`src/rtl/fetch_queue_pkg.sv`:
```
// Shared IF/ID definitions for the P5 pipeline front end.
//   NOP_INSTR : instruction word presented as a bubble
//   RESET_PC  : first fetch address, also the PC reported for bubbles
//   if_entry  : {pc, instr} pair carried from fetch to decode
package fetch_queue_pkg;

  localparam logic [31:0] NOP_INSTR = 32'h0000_0000;
  localparam logic [31:0] RESET_PC  = 32'h0000_3000;

  typedef struct packed {
    logic [31:0] pc;
    logic [31:0] instr;
  } if_entry;

endpackage

```
`src/rtl/fetch_queue_if.sv`:
```
// Fetch/decode handshake bundle around the instruction queue.
//   in_valid/in_pc/in_instr/in_ready    : fetch side (in_ready drives PC enable)
//   out_valid/out_pc/out_instr/out_ready: decode side
//   flush                               : redirect, drops all queued entries
//   count                               : occupancy 0..DEPTH
// slave is the queue itself; master is the surrounding pipeline.
interface fetch_queue_if #(
  parameter int unsigned DEPTH = 2
);
  localparam int unsigned PTR_W = $clog2(DEPTH);

  logic              in_valid;
  logic [31:0]       in_pc;
  logic [31:0]       in_instr;
  logic              in_ready;
  logic              out_valid;
  logic [31:0]       out_pc;
  logic [31:0]       out_instr;
  logic              out_ready;
  logic              flush;
  logic [PTR_W:0]    count;

  modport master (
    output in_valid, in_pc, in_instr, out_ready, flush,
    input  in_ready, out_valid, out_pc, out_instr, count
  );

  modport slave (
    input  in_valid, in_pc, in_instr, out_ready, flush,
    output in_ready, out_valid, out_pc, out_instr, count
  );
endinterface

```
`src/rtl/fetch_queue.sv`:
```
// Instruction FIFO between fetch and decode. Holds {PC, instruction}
// pairs, presents the oldest to decode, and drops everything on flush.
// in_ready depends only on registered occupancy, so a decode stall never
// reaches the PC enable combinationally. When empty the head reads as a
// nop at RESET_PC.
//   clk, reset : clock, synchronous active-high reset
//   bus        : fetch_queue_if.slave (fetch in, decode out, flush, count)
module fetch_queue
  import fetch_queue_pkg::*;
#(
  parameter int unsigned DEPTH    = 2,
  parameter logic [31:0] RESET_PC = fetch_queue_pkg::RESET_PC
) (
  input  logic          clk,
  input  logic          reset,
  fetch_queue_if.slave  bus
);

  localparam int unsigned PTR_W = $clog2(DEPTH);
  localparam logic [PTR_W:0] FULL = (PTR_W + 1)'(DEPTH);

  if_entry          mem [DEPTH];
  logic [PTR_W-1:0] rd_ptr;
  logic [PTR_W-1:0] wr_ptr;
  logic [PTR_W:0]   cnt;
  logic             push;
  logic             pop;
  logic             not_empty;
  logic             not_full;

  assign not_empty = (cnt != '0);
  assign not_full  = (cnt != FULL);

  assign push = bus.in_valid & not_full & ~bus.flush;
  assign pop  = not_empty & bus.out_ready;

  assign bus.in_ready  = not_full;
  assign bus.out_valid = not_empty;
  assign bus.out_pc    = not_empty ? mem[rd_ptr].pc    : RESET_PC;
  assign bus.out_instr = not_empty ? mem[rd_ptr].instr : NOP_INSTR;
  assign bus.count     = cnt;

  // Storage is not reset; the reset term only keeps a tied-high in_valid
  // from writing during reset.
  always_ff @(posedge clk) begin
    if (push && !reset) begin
      mem[wr_ptr] <= '{pc: bus.in_pc, instr: bus.in_instr};
    end
  end

  // A pop coinciding with flush needs no special handling: decode has
  // already latched the head, and flush clears everything anyway.
  always_ff @(posedge clk) begin
    if (reset || bus.flush) begin
      rd_ptr <= '0;
      wr_ptr <= '0;
      cnt    <= '0;
    end else begin
      if (push) wr_ptr <= wr_ptr + 1'b1;
      if (pop)  rd_ptr <= rd_ptr + 1'b1;
      unique case ({push, pop})
        2'b10:   cnt <= cnt + 1'b1;
        2'b01:   cnt <= cnt - 1'b1;
        default: cnt <= cnt;
      endcase
    end
  end

  always_ff @(posedge clk) begin
    if (!reset) begin
      assert (cnt <= FULL) else $error("fetch_queue: occupancy above DEPTH");
      assert (!(push && cnt == FULL)) else $error("fetch_queue: push while full");
      assert (!(pop && cnt == '0)) else $error("fetch_queue: pop while empty");
    end
  end

endmodule

```
`src/flat_wrapper.sv`:
```
// flat-port wrapper written by rule: the top's interface ports become plain ports
module fetch_queue_flat import fetch_queue_pkg::*;
#(
  parameter int unsigned DEPTH    = 2,
  parameter logic [31:0] RESET_PC = fetch_queue_pkg::RESET_PC
)
  (clk, reset, bus_in_valid, bus_in_pc, bus_in_instr, bus_out_ready, bus_flush, bus_in_ready, bus_out_valid, bus_out_pc, bus_out_instr, bus_count);
  fetch_queue_if #(.DEPTH(DEPTH)) bus_i ();
  input  logic clk;
  input  logic reset;
  input wire logic [$bits(bus_i.in_valid)-1:0] bus_in_valid;
  input wire logic [$bits(bus_i.in_pc)-1:0] bus_in_pc;
  input wire logic [$bits(bus_i.in_instr)-1:0] bus_in_instr;
  input wire logic [$bits(bus_i.out_ready)-1:0] bus_out_ready;
  input wire logic [$bits(bus_i.flush)-1:0] bus_flush;
  output wire logic [$bits(bus_i.in_ready)-1:0] bus_in_ready;
  output wire logic [$bits(bus_i.out_valid)-1:0] bus_out_valid;
  output wire logic [$bits(bus_i.out_pc)-1:0] bus_out_pc;
  output wire logic [$bits(bus_i.out_instr)-1:0] bus_out_instr;
  output wire logic [$bits(bus_i.count)-1:0] bus_count;
  assign bus_i.in_valid = bus_in_valid;
  assign bus_i.in_pc = bus_in_pc;
  assign bus_i.in_instr = bus_in_instr;
  assign bus_i.out_ready = bus_out_ready;
  assign bus_i.flush = bus_flush;
  assign bus_in_ready = bus_i.in_ready;
  assign bus_out_valid = bus_i.out_valid;
  assign bus_out_pc = bus_i.out_pc;
  assign bus_out_instr = bus_i.out_instr;
  assign bus_count = bus_i.count;
  fetch_queue #(.DEPTH(DEPTH), .RESET_PC(RESET_PC)) u_core (.clk(clk), .reset(reset), .bus(bus_i));
endmodule
```
`config.mk`:
```
export PLATFORM = sky130hd
export DESIGN_NAME = fetch_queue_flat
export DESIGN_NICKNAME = d
export VERILOG_FILES = /design/src/rtl/fetch_queue_pkg.sv /design/src/rtl/fetch_queue_if.sv /design/src/rtl/fetch_queue.sv /design/src/flat_wrapper.sv
export SDC_FILE = /design/constraint.sdc
export NUM_CORES = 1
export LEC_CHECK = 0
export CAP_MARGIN = 30
export CORE_MARGIN = 2
export CORE_UTILIZATION = 35
export CTS_BUF_LIST = sky130_fd_sc_hd__clkbuf_8 sky130_fd_sc_hd__clkbuf_16
export DETAILED_ROUTE_END_ITERATION = 10
export GPL_ROUTABILITY_DRIVEN = 0
export PLACE_DENSITY_LB_ADDON = 0.12
export SYNTH_ARGS = -nofsm -noshare
export SYNTH_HDL_FRONTEND = slang
export SYNTH_SLANG_ARGS = --single-unit
```
`constraint.sdc`:
```
create_clock -name clk -period 20.8 [get_ports clk]
set_input_delay 4.16 -clock clk [delete_from_list [all_inputs] [get_ports clk]]
set_output_delay 4.16 -clock clk [all_outputs]
set_load 0.1 [all_outputs]
```
==> results of run 1 <==
[layer usage]
| metal | global-route usage | up-vias | routed length (um) |
|---|---|---|---|
| met5 | 0 | - | 0 |
| met2 | 0.219 | 92 | 4730 |
| met4 | 0.0674 | 0 | 203 |
| li1 | - | 1398 | - |
| met1 | 0.166 | 1403 | 4320 |
| met3 | 0.0549 | 16 | 761 |
[power groups by stage]
| stage | logic [mW] | clock network [mW] | registers, mW |
|---|---|---|---|
| 2_1_floorplan | 0.0428 | 0 | 0.308 |
| 3_3_place_gp | 0.0690 | 0 | 0.307 |
| 3_5_place_dp | 0.0701 | 0 | 0.307 |
| 4_1_cts | 0.0704 | 0.274 | 0.301 |
| 5_1_grt | 0.0733 | 0.285 | 0.301 |
| 6_report | 0.0695 | 0.266 | 0.301 |
[sequential cells by signal, indices dropped and copies added (netlist names), named ones only]
signal,count
u_core.mem,128
u_core.rd_ptr,1
u_core.wr_ptr,1
u_core.bus.count,2
[critical path: cells and delay by family (launching register included)]
family                 cells  cell delay (ns)
flip-flops                 1             0.39
AND/OR/NAND/NOR            2             0.58
buffers and inverters      2             1.54
[cell type report]
type                    count  area (um^2)  area share
flip-flops and latches    133         3950       0.552
repair buffers            140         1410       0.197
multi-input cells         148         1020       0.143
clock buffers              17          425      0.0595
well taps                 180          225      0.0315
clock inverters            11         98.8      0.0138
inverters                   5         18.8     0.00262
[metrics by stage]
step / worst slack (ns) / hold WS (ns) / instances
after floorplan: 9.49 / 0.471 / 300
after detailed placement: 14.04 / 0.501 / 606
after global routing: 13.46 / 0.531 / 634
final: 13.71 / 0.497 / 634
after CTS: 13.59 / 0.502 / 634
after global placement: 13.87 / 0.486 / 605
[layout by cell type, fill, tap and decap left out, types with 2 or more instances in the layout]
cell type                         instances
sky130_fd_sc_hd__a21oi_1                  2
sky130_fd_sc_hd__buf_4                    3
sky130_fd_sc_hd__bufinv_16                2
sky130_fd_sc_hd__clkbuf_16               17
sky130_fd_sc_hd__clkdlybuf4s50_1        136
sky130_fd_sc_hd__clkinv_1                 2
sky130_fd_sc_hd__clkinv_2                 4
sky130_fd_sc_hd__dfxtp_1                  4
sky130_fd_sc_hd__edfxtp_1               128
sky130_fd_sc_hd__inv_1                    8
sky130_fd_sc_hd__mux2i_1                 64
sky130_fd_sc_hd__nand2_1                  2
sky130_fd_sc_hd__nor2_1                  65
sky130_fd_sc_hd__nor4_2                   2
sky130_fd_sc_hd__o21ai_0                  3
sky130_fd_sc_hd__or3_1                    3
sky130_fd_sc_hd__xor2_1                   2
[final timing paths]
kind / cells after the start / end
max: 4 / bus_out_instr[2]
max reg2reg: 3 / u_core.mem[1][12]
min: 2 / flip-flop
min reg2reg: 2 / flip-flop
[cell families (layout without fill, tap and decap cells)]
group / after synthesis / count (layout) / share of synthesized area
fa+ha+maj: 1 / 1 / 0.00248
simple gates: 75 / 75 / 0.0593
compound gates: 5 / 5 / 0.00496
xor+xnor: 3 / 3 / 0.00521
buf+inv: 19 / 173 / 0.0184
flops: 133 / 133 / 0.783
mux: 64 / 64 / 0.127
==> results.json, run 1 <==
{
  "totalNegativeSetupSlack_ns": 0,
  "hold_path_startpoint": "u_core.rd_ptr",
  "p_int_uw": 492,
  "yosys_warnings": 0,
  "power.combinational.fraction": 0.109,
  "htreeDepth": 4,
  "die_area_um2": 15400,
  "antenna_violations_before_repair": 0,
  "clkSinkCount": 133,
  "cell_with_the_most_instances_after_synthesis": "sky130_fd_sc_hd__edfxtp_1",
  "firstDrtPassIters": 4,
  "p_seq_frac": 0.473,
  "report.power.total_uw": 637,
  "crit_required_ns": 16.64,
  "design.final.nets": 515,
  "worst-slew-pin-transition_ns": 0.982,
  "placeableCoreArea_um2": 14000,
  "run_status": "finished clean",
  "die_y_um": 124,
  "critical_path.max_fanout": 45,
  "final_hold_viol_count": 0,
  "post_cts.resized_instances": 0,
  "power.density_cell_area_nw_per_um2": 89.0,
  "cts.clk_slew.worst_paths_ns": 0.05,
  "rsz0062_at_grt": "false",
  "clkLatencyLatePin_ns": 0.41,
  "first_global_vias": 3056,
  "tritoncts": "done",
  "synth_edf_count": 128,
  "layout.cell_area.non_filler_um2": 7150,
  "grt_max_degree": 65,
  "placement_rows": 43,
  "fillers": 1212,
  "crit_path_end_kind": "output port",
  "cap_violations": 0,
  "final-max-slew-violation-count": 0,
  "hpwl_mm": 5.99,
  "drc_errors": 0,
  "routed_wire_per_std_cell_um": 15.8,
  "syn_avg_cell_area_um2": 16.8,
  "worst_clock_skew_ns": 0.00604,
  "post_synthesis_instance_total": 300,
  "r2r_setup_slack_ns": 18.74,
  "diodes": 0,
  "cts_made_buffers": 17,
  "root_buf_cell": "sky130_fd_sc_hd__clkbuf_16",
  "synth.top_cells.by_area": "sky130_fd_sc_hd__edfxtp_1 (76%), sky130_fd_sc_hd__mux2i_1 (13%), sky130_fd_sc_hd__nor2_1 (4.9%)",
  "seq_area_frac_synth": 0.783,
  "critical_path.startpoint": "u_core.bus.count[0]",
  "antenna_violating_nets_post_route": 0,
  "initial_util": 0.360,
  "min-delay-path-class": "flip-flop to flip-flop",
  "ys_seq_elements": 133,
  "sw_frac_of_total": 0.227,
  "synth_area_um2": 5040,
  "crit_arrival_ns": 2.93,
  "total_switching_power_uw": 145,
  "crit_path_cell_trace": "nor2_4, buf_4, nor2_1, clkdlybuf4s50_1",
  "grt.total_usage": 0.139,
  "layout_min_cycle_time_ns": 7.09,
  "worst_r2r_startpoint": "u_core.bus.count[0]",
  "finalSetupViolCount": 0,
  "synth-main-ff-cell": "sky130_fd_sc_hd__edfxtp_1",
  "synthArstFlopShare": 0,
  "yosysUniqueCellTypes": 18,
  "cts_hold_repair.buffers": 0,
  "cts_setup_buffers": 0,
  "numPortBuffers": 136,
  "cellLeakagePower_nw": 2.29,
  "drt_iter0_drc": 155,
  "routed_wirelength_mm": 10.0,
  "cts.path.max_buffers": 2,
  "total_number_of_vias": 2909,
  "maxSlewHeadroom": 0.343,
  "final_min_period_over_clock_period": 0.341,
  "power.share.clock": 0.418,
  "dpl_cell_area_um2": 6630,
  "yosys-top-cells-count": "sky130_fd_sc_hd__edfxtp_1 (128), sky130_fd_sc_hd__nor2_1 (66), sky130_fd_sc_hd__mux2i_1 (64)",
  "peakVddDrop_mv": 0.0487,
  "drive_gt1_frac": 0.0705,
  "avgViaCountPerCell": 4.59,
  "critical-path-max-stage-delay_ns": 1.00,
  "congestion_overflow_gr": 0,
  "grt_first_pass_wirelength_mm": 15.5,
  "p_r_area_growth_vs_syn_pct": 41.9,
  "netlist.area_leader.share": 0.763,
  "synth_top_area_cell": "sky130_fd_sc_hd__edfxtp_1",
  "utilization_after_layout": 0.511,
  "die_width_um": 124,
  "maxClockFrequency_ghz": 0.141,
  "synthesis.nets": 370,
  "ioPinCount": 137,
  "slowest_cell_on_the_critical_path": "sky130_fd_sc_hd__clkdlybuf4s50_1",
  "criticalPathCategory": "flip-flop to output port",
  "timing.critical_path.from_type": "flip-flop"
}
Power figures use the tool's default switching activity.
==> run 2, diff against run 1 <==
Clock period 20.8 ns to 6.3 ns, I/O delays scaled along.
==> run 2 against run 1 <==
Net effect: die area is the same; final area shrank 0.37%; combinational power grew to 3.3 times the previous value; register-to-register slack lost 14 ns; core utilization shrank 0.19 points; worst hold slack gained 0.017 ns; power grew to 3.2 times the previous value; non-clock buffer count grew 3; routed wire length grew 0.20%; flip-flop and latch count is the same; clock skew grew 0.0021 ns; sequential share of layout area grew 0.20 points; critical endpoint is now bus_out_instr[27]; highest routed layer unchanged.
==> results.json, run 2 (synthesis results as in run 1) <==
{
  "routed_wire_per_std_cell_um": 15.7,
  "crit_path_end_kind": "output port",
  "min_delay_worst_endpoint": "u_core.rd_ptr",
  "timing.critical_path.from_type": "flip-flop",
  "fillers": 1217,
  "drc_errors": 0,
  "final_min_period_over_clock_period": 0.709,
  "crit_required_ns": 5.04,
  "min_delay_path_depth": 2,
  "layout.cells.most_common": "sky130_fd_sc_hd__clkdlybuf4s50_1",
  "worst-slew-pin-transition_ns": 1.03,
  "largest_register_ffs": 128,
  "dpl_cell_area_um2": 6640,
  "critical_path.top_delay_family": "buffers and inverters",
  "avgViaCountPerCell": 4.56,
  "power.density_cell_area_nw_per_um2": 285,
  "reg2reg_to": "u_core.bus.count[1]",
  "cap_violations": 0,
  "root_buf_cell": "sky130_fd_sc_hd__clkbuf_16",
  "post_cts.resized_instances": 0,
  "routed_wirelength_mm": 10.0,
  "grt.total_usage": 0.133,
  "die_area_um2": 15400,
  "peakVddDrop_mv": 0.173,
  "placement_rows": 43,
  "congestion_overflow_gr": 0,
  "utilization_after_layout": 0.509,
  "layout.cells.non_filler": 639,
  "worst_clock_skew_ns": 0.00814,
  "final_cell_mix": "sky130_fd_sc_hd__clkdlybuf4s50_1 (136), sky130_fd_sc_hd__edfxtp_1 (128), sky130_fd_sc_hd__nor2_1 (65)",
  "tritoncts": "done",
  "report.power.total_mw": 2.03,
  "ioPinCount": 137,
  "total_number_of_vias": 2912,
  "layout.cell_area.non_filler_um2": 7120,
  "die_y_um": 124,
  "timing.critical_path.buf_inv": 2,
  "finalSetupViolCount": 0,
  "cts_hold_repair.buffers": 0,
  "grt_max_degree": 48,
  "clkSinkCount": 133,
  "critical-path-max-stage-delay_ns": 1.17,
  "largest_register": "u_core.mem",
  "rsz0062_at_grt": "false",
  "first_global_vias": 2848,
  "criticalPathCategory": "flip-flop to output port",
  "antenna_violating_nets_post_route": 0,
  "final_critical_path_setup_slack_ns": 1.84,
  "placed_cells_incl_taps": 609,
  "initial_util": 0.360,
  "placement.setup.worst_slack_ns": 2.22,
  "drt_iter0_drc": 139,
  "p_r_area_growth_vs_syn_pct": 41.4,
  "crit_arrival_ns": 3.20,
  "cts.path.max_buffers": 2,
  "hpwl_mm": 6.22,
  "design.final.nets": 518,
  "final-max-slew-violation-count": 0,
  "critical_path.max_fanout": 47,
  "run_status": "finished clean",
  "cts_made_buffers": 17,
  "cts.clk_slew.worst_paths_ns": 0.06,
  "crit_path_cell_trace": "buf_4, mux2i_1, nor2_1, clkdlybuf4s50_1",
  "min-delay-path-class": "flip-flop to flip-flop",
  "hold_path_startpoint": "u_core.rd_ptr",
  "cts_setup_buffers": 0,
  "hold_slack_ns": 0.514,
  "diodes": 0,
  "antenna_violations_before_repair": 0,
  "maxClockFrequency_ghz": 0.224,
  "r2r_setup_slack_ns": 4.43,
  "layout_min_cycle_time_ns": 4.46,
  "htreeDepth": 4,
  "drive_gt1_frac": 0.0741,
  "maxSlewHeadroom": 0.314,
  "placeableCoreArea_um2": 14000,
  "slowest_cell_on_the_critical_path": "sky130_fd_sc_hd__clkdlybuf4s50_1",
  "totalNegativeSetupSlack_ns": 0,
  "cellLeakagePower_nw": 2.29,
  "numPortBuffers": 136,
  "die_width_um": 124,
  "firstDrtPassIters": 4,
  "reg2regPathDepth": 5,
  "final_hold_viol_count": 0,
  "worst_r2r_startpoint": "u_core.bus.count[0]",
  "grt_first_pass_wirelength_mm": 14.7,
  "clkLatencyLatePin_ns": 0.41
}
==> run 2: cell count changes in the layout (fill, tap and decap cells not counted) <==
cell	before	now
sky130_fd_sc_hd__clkinvlp_4	0	1
sky130_fd_sc_hd__inv_1	8	11
sky130_fd_sc_hd__buf_16	1	0
sky130_fd_sc_hd__bufinv_16	2	0
sky130_fd_sc_hd__buf_12	0	1
sky130_fd_sc_hd__buf_4	3	6
==> run 2: report_power, final <==
part           internal [mW]  switching [mW]  leakage, nW
Sequential             0.988         0.00686         1.20
Combinational         0.0760           0.154        0.825
Clock                  0.481           0.326        0.260
Total                   1.55           0.487         2.29
==> run 2: cell type report <==
cell class | count | area [um^2] | area share
Clock inverter | 13 | 57.6 | 0.00808
Multi-Input combinational cell | 148 | 1020 | 0.144
Clock buffer | 17 | 425 | 0.0597
Sequential cell | 133 | 3950 | 0.554
Timing Repair Buffer | 143 | 1430 | 0.200
Inverter | 5 | 18.8 | 0.00263
Tap cell | 180 | 225 | 0.0316
==> run 2: worst max-delay path by stage <==
stage	start	end	slack (ns)	cells after the start
2_1_floorplan	bus_flush	u_core.mem[0][0]	-2.11	3
3_3_place_gp	flip-flop	bus_out_pc[2]	2.24	4
3_5_place_dp	flip-flop	bus_out_instr[27]	2.22	4
4_1_cts	flip-flop	bus_out_instr[27]	1.76	4
5_1_grt	flip-flop	bus_out_pc[2]	1.68	4
6_report	flip-flop	bus_out_instr[27]	1.84	4
==> run 2: routing by layer <==
metal  up-vias  wire length [um]  global-route usage
li1       1400                 -                   -
met1      1400              4310               0.157
met2        96              4850               0.209
met3        16               698              0.0513
met4         0               170              0.0737
met5         -                 0                   0
==> run 2: worst register-to-register path: stages, from the launching register on <==
cell and delay [ns]:
sky130_fd_sc_hd__dfxtp_1 0.49, sky130_fd_sc_hd__nor2b_1 0.17, sky130_fd_sc_hd__or3_1 0.34, sky130_fd_sc_hd__ha_1 0.32, sky130_fd_sc_hd__or3_1 0.35, sky130_fd_sc_hd__a21oi_1 0.13
